`src/rtl/gray_encode_arbiter.sv`:
```
// Round-robin arbiter sharing one binary-to-Gray encoder between NREQ requesters.
// The result is registered, tagged with the winning requester index, and sits behind a valid/ready output.
module gray_encode_arbiter #(
  parameter int  NREQ = 4,
  parameter int  W    = 4,
  localparam int IDW  = $clog2(NREQ)
) (
  input  logic              clk,
  input  logic              rst_n,
  input  logic [NREQ-1:0]   req_valid,
  input  logic [NREQ*W-1:0] req_data,
  output logic [NREQ-1:0]   req_ready,
  output logic              out_valid,
  output logic [W-1:0]      out_gray,
  output logic [IDW-1:0]    out_id,
  input  logic              out_ready
);

  typedef enum logic {EMPTY = 1'b0, FULL = 1'b1} state_t;

  state_t         state_q, state_d;
  logic [W-1:0]   gray_q, gray_d;
  logic [IDW-1:0] id_q, id_d;
  logic [IDW-1:0] ptr_q, ptr_d;

  logic [W-1:0]   enc [NREQ];
  logic [IDW-1:0] win;
  logic [IDW-1:0] idx;
  logic           found;
  logic           can_load;
  logic           grant;

  // One Gray view per requester; the arbiter picks the winner's view.
  genvar gi;
  generate
    for (gi = 0; gi < NREQ; gi++) begin : g_enc
      assign enc[gi] = req_data[gi*W +: W] ^ (req_data[gi*W +: W] >> 1);
    end
  endgenerate

  // Scan from the far end towards ptr so the requester closest to ptr is the last to overwrite win.
  always_comb begin
    win   = '0;
    found = 1'b0;
    idx   = '0;
    for (int i = NREQ - 1; i >= 0; i--) begin
      idx = ptr_q + IDW'(i);
      if (req_valid[idx]) begin
        win   = idx;
        found = 1'b1;
      end
    end
  end

  assign can_load  = (state_q == EMPTY) | out_ready;
  assign grant     = found & can_load & rst_n;
  assign req_ready = grant ? (NREQ'(1) << win) : '0;

  always_comb begin
    state_d = state_q;
    gray_d  = gray_q;
    id_d    = id_q;
    ptr_d   = ptr_q;
    if (grant) begin
      state_d = FULL;
      gray_d  = enc[win];
      id_d    = win;
      ptr_d   = win + IDW'(1);
    end else if (out_ready) begin
      state_d = EMPTY;
    end
  end

  always_ff @(posedge clk or negedge rst_n) begin
    if (!rst_n) begin
      state_q <= EMPTY;
      gray_q  <= '0;
      id_q    <= '0;
      ptr_q   <= '0;
    end else begin
      state_q <= state_d;
      gray_q  <= gray_d;
      id_q    <= id_d;
      ptr_q   <= ptr_d;
    end
  end

  assign out_valid = (state_q == FULL);
  assign out_gray  = gray_q;
  assign out_id    = id_q;

endmodule

```
`config.mk`:
```
export PLATFORM = sky130hd
export DESIGN_NAME = gray_encode_arbiter
export DESIGN_NICKNAME = d
export VERILOG_FILES = /design/src/rtl/gray_encode_arbiter.sv
export SDC_FILE = /design/constraint.sdc
export NUM_CORES = 1
export LEC_CHECK = 0
export ABC_AREA = 1
export CAP_MARGIN = 20
export CORE_MARGIN = 2
export CORE_UTILIZATION = 35
export CTS_CLUSTER_DIAMETER = 200
export DETAILED_ROUTE_END_ITERATION = 10
export GPL_TIMING_DRIVEN = 0
export PLACE_DENSITY = 0.71
export SLEW_MARGIN = 5
export SYNTH_ARGS = -nofsm -noshare
export SYNTH_HDL_FRONTEND = slang
export SYNTH_SLANG_ARGS = --single-unit
```
`constraint.sdc`:
```
create_clock -name clk -period 4.1 [get_ports clk]
set_input_delay 0.615 -clock clk [delete_from_list [all_inputs] [get_ports clk]]
set_output_delay 0.615 -clock clk [all_outputs]
set_load 0.1 [all_outputs]
```
### After elaboration in Yosys (flattened, before gate mapping)

Index checks and enable logic that the tools add are counted.

* output and inout bits: 11
* logic and storage cells: 46
* flip-flop bits (word level): 9
* input port bits: 23

* shift operators: 1
* bitwise operators: 9
* reduce and logical (&&, ||, !) cells: 1
* mux-type cells: 22
* $lt $le $gt $ge: 5
* add/sub/neg operators: 4

Operators by type and width (count)
* $xor 4x3->4: 4
* $lt 2x3->1 const B: 4
* $mux 4: 3
* $mux 1: 10
* $bmux 1 s2: 4
* $bmux 4 s2: 1
* $mux 2: 4
* $add 2x1->2 const B: 2
* $add 2x2->2 const B: 2
* $shl 1x2->4 const A: 1
* $ge 3x3->1 const B: 1
* $not 2->3: 1
* $and 1x1->1: 2
* $reduce_bool 2->1: 1
* $not 1->1: 1
* $or 1x1->1: 1

### Logic depth before layout (Yosys ltp)

Gate-level depths: netlist (run 1).

* word-level depth: 11
* depth in mapped cells: 13
* depth with buffers taken out: 13

### Worst setup path before layout (run 1)

OpenSTA, ideal clock, no wires.

* path kind: register to output
* from: register state_q, in the netlist out_valid
* to: output port req_ready[3]
* required time: 3.485 ns
* setup slack: 0.787 ns
* buffers on the path: 1
* cell stages (with the launch flop): 9
* data arrival time: 2.698 ns
* cells stage by stage: dfrtp_1 inv_1 nor2_1 inv_1 nand3_1 clkbuf_8 a21oi_1 inv_1 nor2_1

* cells in the longest elaborated chain, start to end: 5

RTL lines
* from (decl): RTL line 21 `state_t state_q, state_d;`
* from (signal assigned): RTL line 81 `state_q <= state_d;`
* $not 1->1: RTL line 55 `assign can_load = (state_q == EMPTY) | out_ready;`
* $or 1x1->1: RTL line 55
* $and 1x1->1 (2 in series): RTL line 56 `assign grant = found & can_load & rst_n;`
* $mux 4: RTL line 57 `assign req_ready = grant ? (NREQ'(1) << win) : '0;`
* to (decl): RTL line 12 `output logic [NREQ-1:0] req_ready,`

Every way passes these cells.

### Worst setup path in the final report (run 1)

* from: input port req_valid[3]
* to: output port req_ready[3]

* cells in the longest elaborated chain, start to end: 9
* elaborated cells on any way between the ends: 20
* those cells by class: shift: 1; mux: 17; bitwise: 2

RTL lines
* from (decl): RTL line 10 `input logic [NREQ-1:0] req_valid,`
* $bmux 1 s2: RTL line 48 `if (req_valid[idx]) begin`
* $mux 1 (implied by the code): RTL line 48
* $mux 1 (4 in series): RTL line 48
* $and 1x1->1 (2 in series): RTL line 56
* $mux 4 (*): RTL line 57

Mark *: on every way between the ends. The rest lies on a longest branch, timed or not. The select of a mux whose other input is x is not followed.

==> results of run 1 <==
==> cells in the final DEF, fill, tap and decap left out, types with 2 or more instances in the layout <==
| cell | synthesis | routed |
|---|---|---|
| clkbuf_4 | 0 | 3 |
| clkdlybuf4s50_1 | 0 | 33 |
| dfrtp_1 | 9 | 9 |
| inv_1 | 17 | 17 |
| nand2_1 | 48 | 48 |
| nand2_2 | 4 | 4 |
| nand2_4 | 2 | 2 |
| nand3_1 | 24 | 24 |
| nor2_1 | 4 | 4 |
| nor2_2 | 2 | 2 |
| o21ai_0 | 2 | 2 |
| o21ai_2 | 2 | 2 |
| xnor2_1 | 13 | 13 |
==> flip-flops by register name, summed over array words and instances (netlist names) <==
register / count
ptr_q: 2
out_id: 2
out_valid: 1
out_gray: 4
==> per-stage QoR <==
step                      worst slack, ns  instance area (um^2)
after floorplan                    0.7866                 874.6
after global placement             0.2230                  1242
after detailed placement           0.2082                  1242
after CTS                          0.1935                  1269
after global routing              0.02330                  1269
final                              0.2096                  1269
==> final cells by class <==
| class | instances | area [um^2] | area share (%) |
|---|---|---|---|
| well taps | 30 | 37.54 | 2.959 |
| plain buffers | 2 | 25.02 | 1.972 |
| flip-flops and latches | 9 | 225.2 | 17.75 |
| clock buffers | 4 | 26.28 | 2.071 |
| repair buffers | 33 | 330.3 | 26.04 |
| multi-input cells | 105 | 556.8 | 43.89 |
| inverters | 18 | 67.56 | 5.325 |
==> routing by layer <==
metal | vias to the layer above | track usage [%] | part of all wire [%]
met1 | 415 | 18.46 | 42
met3 | 3 | 1.944 | 7.8
met2 | 41 | 24.80 | 50
met4 | 0 | 2.917 | 0.30
li1 | 492 | - | -
met5 | - | 0 | 0
==> logic make-up after synthesis <==
logic type | synth area share, %
buf+inv | 10.59
simple gates | 46.07
compound gates | 4.578
flops | 25.75
xor+xnor | 13.02
==> how the worst max path moves through the flow <==
stage	startpoint	endpoint	slack, ns	depth (start not counted)
2_1_floorplan	out_valid	req_ready[3]	0.79	8
3_3_place_gp	req_valid[3]	req_ready[3]	0.22	11
3_5_place_dp	rst_n	req_ready[3]	0.21	7
4_1_cts	rst_n	req_ready[3]	0.19	7
5_1_grt	rst_n	req_ready[3]	0.02	7
6_report	req_valid[3]	req_ready[3]	0.21	11
==> worst max-delay path, delay by kind of cell <==
kind	cells	cell delay, ns
AND/OR/NAND/NOR	4	0.38
AO/OA/AOI/OAI	2	0.34
buffers and inverters	5	1.94
==> results by group, run 1 <==
Clock tree
  – Clock root cell: clkbuf_4
  – # hold bufs at CTS: 0
  – Gates resized, CTS repair: 0
  – H-tree levels: 1
  – CTS Buffer Depth: 2
  – Sink Count: 9
  – CTS tree: built
  – Post-CTS setup repair buffer count: 0
  – CTS Buf Count: 3
  – Worst-skew pair later-pin latency: ~0.26 ns
  – Clock-pin transition on the worst setup and hold timing paths: 0.06 ns

Die
  – Die width: around 54 um
  – Initial core utilization: 35.96%
  – Core area: 0.002432 mm^2
  – Io pins: 34
  – # rows: 18
  – Die area: 0.002915 mm^2
  – DIE HEIGHT: 53.99 um

Worst setup path
  – R2R depth: 11
  – R2r endpoint: out_gray[1]
  – Critical path capture point type: output port
  – Worst setup SP type: input pin
  – CP required: 3.48 ns
  – R2r setup slk: 2.40 ns
  – CP Max Fanout: 10
  – Worst path cell trace: clkdlybuf4s50_1 -> inv_1 -> o21ai_2 -> nor2_1 -> nand3_1 -> nand3_1 -> clkbuf_8 -> a21oi_1 -> inv_1 -> nor2_1 -> clkdlybuf4s50_1
  – Worst endpoint data arrival time: around 3.3 ns
  – Kind of critical path: in2out
  – CP max stage delay: 1.14 ns
  – Critical-path top delay cell: clkdlybuf4s50_1
  – R2R Path Start: ptr_q[0]

Route
  – Remaining antenna violation count: 0
  – DRC: 0
  – Vias/cell: 4.731
  – DR WL/cell: between 9 and 10 um
  – DR vias: between 900 and 1,000
  – Iteration-0 DRC Markers: 17
  – Drt first pass iters: 4
  – Routed WL: ~2000 um

Global routing
  – Gr usage total: 14.17%
  – Initial antenna violation count: 0
  – Grt ovf: 0
  – Global-route wire length before repair: 3125 um
  – Pin count of the biggest net entering global routing: 11
  – Number of global-route vias before repair: 768

Synthesis
  – Syn_area_per_cell: 6.527 um^2
  – Commonest cells post-synth: 48 x nand2_1, 24 x nand3_1, 17 x inv_1
  – Synth Net Count: 157
  – Synthesized instance count: about 130
  – Post-synth EDFFs: 0
  – Most common cell in the synthesized netlist: nand2_1
  – Post-synth ARST share: 100.0%
  – Synth top area share: 25.75%
  – Cell taking the most area after synthesis: dfrtp_1
  – Mapped Area: between 800 and 900 um^2
  – Main synth FF type: dfrtp_1
  – Ranking of synthesized cells by area: dfrtp_1 26%, nand2_1 21%, nand3_1 14%
  – Sequential area share after synthesis: 25.75%
  – Syn. warnings: 0
  – Yosys reg bits: 9
  – Synth cell types: 18

Run
  – Max Cap Viol: 0

Timing
  – Final clock period utilization by the worst path: 94.89%
  – Relative slew slack: 34.77%
  – Max-slew violation count: 0
  – Peak Freq: 257.0 MHz
  – Worst Tran Pin Value: 0.9754 ns
  – RSZ-0062 raised after global routing: false
  – Worst Skew: between 0.003 and 0.004 ns
  – Post-route setup TNS: 0 ns
  – Tmin final: 3.890 ns
  – Hold slack final: 0.4816 ns
  – Number of hold violations in the final report: 0
  – Final setup fails: 0

Hold path
  – Worst Hold Launch: out_gray[3]
  – Hold crit path type: reg2reg
  – Worst Hold Endpoint: out_gray[3]
  – Hold path depth: 2

Place
  – Post-Place Cells: 197
  – Gpl congestion: 0.8118
  – HPWL Detailed: 1627 um
  – PortBufs: 33

Outcome
  – Status: finished, final reports clean

Cells and area
  – Ant. Diodes: 0
  – Nets@finish: 195
  – Layout filler cell count: 251
  – Share of post-route cells with drive strength above 1: around a tenth
  – Fin cells: about 200
  – Layout Utilization: 52.16%
  – Area delta synth->final: 45.06%
Power of run 1 is not shown: default switching activity piles up to over one toggle a cycle in this logic, so the estimate is an artifact.
==> run 2: changes to the inputs <==
Settings changed: CELL_PAD_IN_SITES_DETAIL_PLACEMENT set to 0, CELL_PAD_IN_SITES_GLOBAL_PLACEMENT set to 1, CORE_ASPECT_RATIO set to 0.5, CORE_UTILIZATION 35 to 31, PLACE_DENSITY 0.71 to 0.87.
==> results by group, run 2 (synthesized netlist as in run 1, its figures left out) <==
Route
  – Routed WL: 2062 um (+4.5%)
  – DRC: 0 (unchanged)
  – DR vias: 916 (-3.7%)
  – Remaining antenna violation count: 0 (unchanged)
  – Iteration-0 DRC Markers: 48 (+31)
  – Drt first pass iters: 4 (unchanged)
  – DR WL/cell: 9.913 um (+0.94%)
  – Vias/cell: 4.404 (-6.9%)

Clock tree
  – Worst-skew pair later-pin latency: 0.23 ns (-0.03 ns)
  – H-tree levels: 1 (unchanged)
  – CTS tree: built
  – CTS Buf Count: 3 (unchanged)
  – # hold bufs at CTS: 0 (unchanged)
  – Clock-pin transition on the worst setup and hold timing paths: 0.04 ns (-0.02 ns)
  – Sink Count: 9 (unchanged)
  – Post-CTS setup repair buffer count: 0 (unchanged)
  – CTS Buffer Depth: 2 (unchanged)
  – Clock root cell: clkbuf_8
  – Gates resized, CTS repair: 0 (unchanged)

Timing
  – Number of hold violations in the final report: 0 (unchanged)
  – Worst Tran Pin Value: 0.9780 ns (+0.002653 ns)
  – Relative slew slack: 34.59% (-0.18 points)
  – Final setup fails: 0 (unchanged)
  – Worst Skew: 0.0007520 ns (-0.002274 ns)
  – RSZ-0062 raised after global routing: false
  – Post-route setup TNS: 0 ns (unchanged)
  – Peak Freq: 257.2 MHz (about the same)
  – Max-slew violation count: 0 (unchanged)
  – Final clock period utilization by the worst path: 94.81% (about the same)
  – Tmin final: 3.887 ns (-0.003077 ns)

Run
  – Max Cap Viol: 0 (unchanged)

Die
  – Initial core utilization: 33.19% (-2.8 points)
  – DIE HEIGHT: 41.56 um (-23%)
  – # rows: 13 (-5)
  – Die width: 79.12 um (+47%)
  – Die area: 0.003288 mm^2 (+13%)
  – Io pins: 34 (unchanged)
  – Core area: 0.002635 mm^2 (+8.3%)

Worst setup path
  – Worst setup SP type: input pin
  – Worst endpoint data arrival time: 3.27 ns (about the same)
  – Worst path cell trace: clkdlybuf4s50_1 -> inv_1 -> o21ai_2 -> nor2_1 -> nand3_1 -> nand3_1 -> clkbuf_8 -> a21oi_1 -> inv_1 -> nor2_1 -> clkdlybuf4s50_1
  – CP required: 3.48 ns (about the same)
  – Kind of critical path: in2out
  – Critical path capture point type: output port
  – CP max stage delay: 1.14 ns (about the same)
  – Critical-path top delay cell: clkdlybuf4s50_1
  – CP Max Fanout: 10 (unchanged)

Global routing
  – Global-route wire length before repair: 3622 um (+16%)
  – Number of global-route vias before repair: 820 (+6.8%)
  – Initial antenna violation count: 0 (unchanged)
  – Pin count of the biggest net entering global routing: 11 (unchanged)
  – Grt ovf: 0 (unchanged)
  – Gr usage total: 13.93% (-0.24 points)

Place
  – Gpl congestion: 0.7739 (-4.7%)
  – PortBufs: 33 (unchanged)
  – HPWL Detailed: 1643 um (+0.98%)

Cells and area
  – Nets@finish: 195 (unchanged)
  – Commonest non-fill, non-tap cell in the layout: nand2_1
  – Most frequent cells in the layout: 48 x nand2_1, 33 x clkdlybuf4s50_1, 24 x nand3_1
  – Largest register FFs: 4 (unchanged)
  – Ant. Diodes: 0 (unchanged)
  – Share of post-route cells with drive strength above 1: 10.53% (unchanged)
  – Area delta synth->final: 48.21%

Hold path
  – Hold crit path type: reg2reg

Outcome
  – Status: finished, final reports clean
run 2: metal layers:
layer / part of all wire (%) / routed length [um] / track usage (%)
met4: 1.1 / 23 / 5.172
met2: 44 / 911 / 21.19
met3: 5.3 / 109 / 4.130
met5: 0 / 0 / 0
met1: 49 / 1019 / 18.74
run 2: final timing paths:
check,startpoint,endpoint,slack (ns),cells after the start
max,req_valid[3],req_ready[3],0.21,11
min,out_id[0],out_id[0],0.48,2
max reg2reg,ptr_q[0],out_gray[1],2.38,11
min reg2reg,out_id[0],out_id[0],0.48,2
max in group asynchronous,rst_n,out_gray[0],3.10,1
min in group asynchronous,rst_n,out_valid,0.70,1
run 2: per-stage QoR:
step                area (um^2)  hold WS [ns]  cells  util (%)  setup slack [ns]
detailed placement         1251        0.4646    204     47.48            0.2159
CTS                        1296        0.4777    208     49.19            0.1987
global placement           1251        0.4671    204     47.48            0.2024
floorplan                 874.6        0.3194    134         -            0.7866
finish                     1296        0.4791    208     49.19            0.2126
global route               1296        0.4867    208     49.19           0.06464
run 2: worst max-delay path: cells and delay by family:
family / cells / cell delay, ns
buffers and inverters: 5 / 1.93
AND/OR/NAND/NOR: 4 / 0.40
AO/OA/AOI/OAI: 2 / 0.33
run 2: area by class of cell:
| class | instances | area [um^2] |
|---|---|---|
| clock buffers | 4 | 45.04 |
| multi-input cells | 105 | 556.8 |
| well taps | 37 | 46.29 |
| repair buffers | 33 | 330.3 |
| fillers | 269 | 1339 |
| plain buffers | 2 | 25.02 |
| flip-flops and latches | 9 | 225.2 |
| inverters | 18 | 67.56 |
Power of run 2 is left out for the same reason.
==> run 3: changes to the inputs <==
Settings changed: MAX_ROUTING_LAYER set to met4.
==> results by group, run 3 (synthesized netlist as in run 1, its figures left out) <==
Global routing
  – Grt ovf: 0 (unchanged)
  – Initial antenna violation count: 0 (unchanged)
  – Pin count of the biggest net entering global routing: 11 (unchanged)
  – Global-route wire length before repair: 3622 um (unchanged)
  – Number of global-route vias before repair: 819 (-0.12%)
  – Gr usage total: 14.33% (+0.40 points)

Cells and area
  – Largest register FFs: 4 (unchanged)
  – Area delta synth->final: 48.21% (unchanged)
  – Most frequent cells in the layout: 48 x nand2_1, 33 x clkdlybuf4s50_1, 24 x nand3_1
  – Share of post-route cells with drive strength above 1: 10.53% (unchanged)
  – Nets@finish: 195 (unchanged)
  – Ant. Diodes: 0 (unchanged)
  – Commonest non-fill, non-tap cell in the layout: nand2_1

Die
  – Core area: 0.002635 mm^2 (unchanged)
  – # rows: 13 (unchanged)
  – Die width: 79.12 um (unchanged)
  – Io pins: 34 (unchanged)
  – DIE HEIGHT: 41.56 um (unchanged)
  – Die area: 0.003288 mm^2 (unchanged)
  – Initial core utilization: 33.19% (unchanged)

Route
  – DR vias: 912 (-0.44%)
  – DR WL/cell: 9.880 um (-0.34%)
  – Drt first pass iters: 4 (unchanged)
  – Routed WL: 2055 um (-0.34%)
  – DRC: 0 (unchanged)
  – Remaining antenna violation count: 0 (unchanged)
  – Vias/cell: 4.385 (-0.44%)
  – Iteration-0 DRC Markers: 52 (+8.3%)

Run
  – Max Cap Viol: 0 (unchanged)

Timing
  – Post-route setup TNS: 0 ns (unchanged)
  – Tmin final: 3.887 ns (+0.00009500 ns)
  – Number of hold violations in the final report: 0 (unchanged)
  – RSZ-0062 raised after global routing: false
  – Worst Skew: 0.0009184 ns (+0.0001664 ns)
  – Worst Tran Pin Value: 0.9780 ns (-0.000003457 ns)
  – Hold slack final: 0.4791 ns (+0.00001300 ns)
  – Max-slew violation count: 0 (unchanged)
  – Final setup fails: 0 (unchanged)
  – Peak Freq: 257.2 MHz (about the same)
  – Relative slew slack: 34.59% (about the same)
  – Final clock period utilization by the worst path: 94.82% (about the same)

Clock tree
  – Clock root cell: clkbuf_8
  – Sink Count: 9 (unchanged)
  – CTS Buffer Depth: 2 (unchanged)
  – Gates resized, CTS repair: 0 (unchanged)
  – CTS Buf Count: 3 (unchanged)
  – CTS tree: built
  – H-tree levels: 1 (unchanged)
  – # hold bufs at CTS: 0 (unchanged)
  – Worst-skew pair later-pin latency: 0.23 ns (about the same)
  – Post-CTS setup repair buffer count: 0 (unchanged)
  – Clock-pin transition on the worst setup and hold timing paths: 0.04 ns (about the same)

Worst setup path
  – R2r setup slk: 2.38 ns (about the same)
  – Worst setup SP type: input pin
  – Critical path capture point type: output port
  – Kind of critical path: in2out
  – CP required: 3.48 ns (about the same)
  – CP Max Fanout: 10 (unchanged)
  – Worst endpoint data arrival time: 3.27 ns (about the same)

Place
  – Gpl congestion: 0.7845 (+1.4%)
  – HPWL Detailed: 1643 um (unchanged)
  – PortBufs: 33 (unchanged)

Hold path
  – Hold crit path type: reg2reg

Outcome
  – Status: finished, final reports clean
[run 3: cell counts in the layout (fill, tap and decap cells not counted)]
Identical to the previous run, type by type.
[run 3: stage by stage]
stage	utilization (%)	std cells	cell area (um^2)	setup slack (ns)
finish	49.19	208	1296	0.2125
global route	49.19	208	1296	0.06464
CTS	49.19	208	1296	0.1987
detailed placement	47.48	204	1251	0.2159
global placement	47.48	204	1251	0.2024
floorplan	-	134	874.6	0.7866
[run 3: worst paths after layout]
| kind | start | end | depth (start not counted) |
|---|---|---|---|
| max reg2reg | ptr_q[0] | out_gray[1] | 11 |
| min reg2reg | out_id[0] | out_id[0] | 2 |
| min | out_id[0] | out_id[0] | 2 |
| min in group asynchronous | rst_n | out_valid | 1 |
| max | req_valid[3] | req_ready[3] | 11 |
| max in group asynchronous | rst_n | ptr_q[0] | 1 |
[run 3: metal layers]
layer / part of all wire (%) / vias up / GRT usage (%)
met1: 51 / 393 / 18.74
met2: 43 / 19 / 21.19
met3: 4.6 / 2 / 4.130
met5: 0 / - / -
met4: 0.97 / 0 / 5.172
li1: - / 498 / -
[run 3: area by class of cell]
| class | count | area [um^2] |
|---|---|---|
| sequential | 9 | 225.2 |
| timing repair buffer | 33 | 330.3 |
| inverter | 18 | 67.56 |
| fill | 269 | 1339 |
| clock buffer | 4 | 45.04 |
| multi-input combinational | 105 | 556.8 |
| tap | 37 | 46.29 |
| buffer | 2 | 25.02 |
[run 3: critical path, stage by stage]
cell and delay, ns:
clkdlybuf4s50_1 0.45, inv_1 0.06, o21ai_2 0.17, nor2_1 0.11
nand3_1 0.09, nand3_1 0.11, clkbuf_8 0.21, a21oi_1 0.16
inv_1 0.07, nor2_1 0.09, clkdlybuf4s50_1 1.14
Power of run 3 is left out for the same reason.
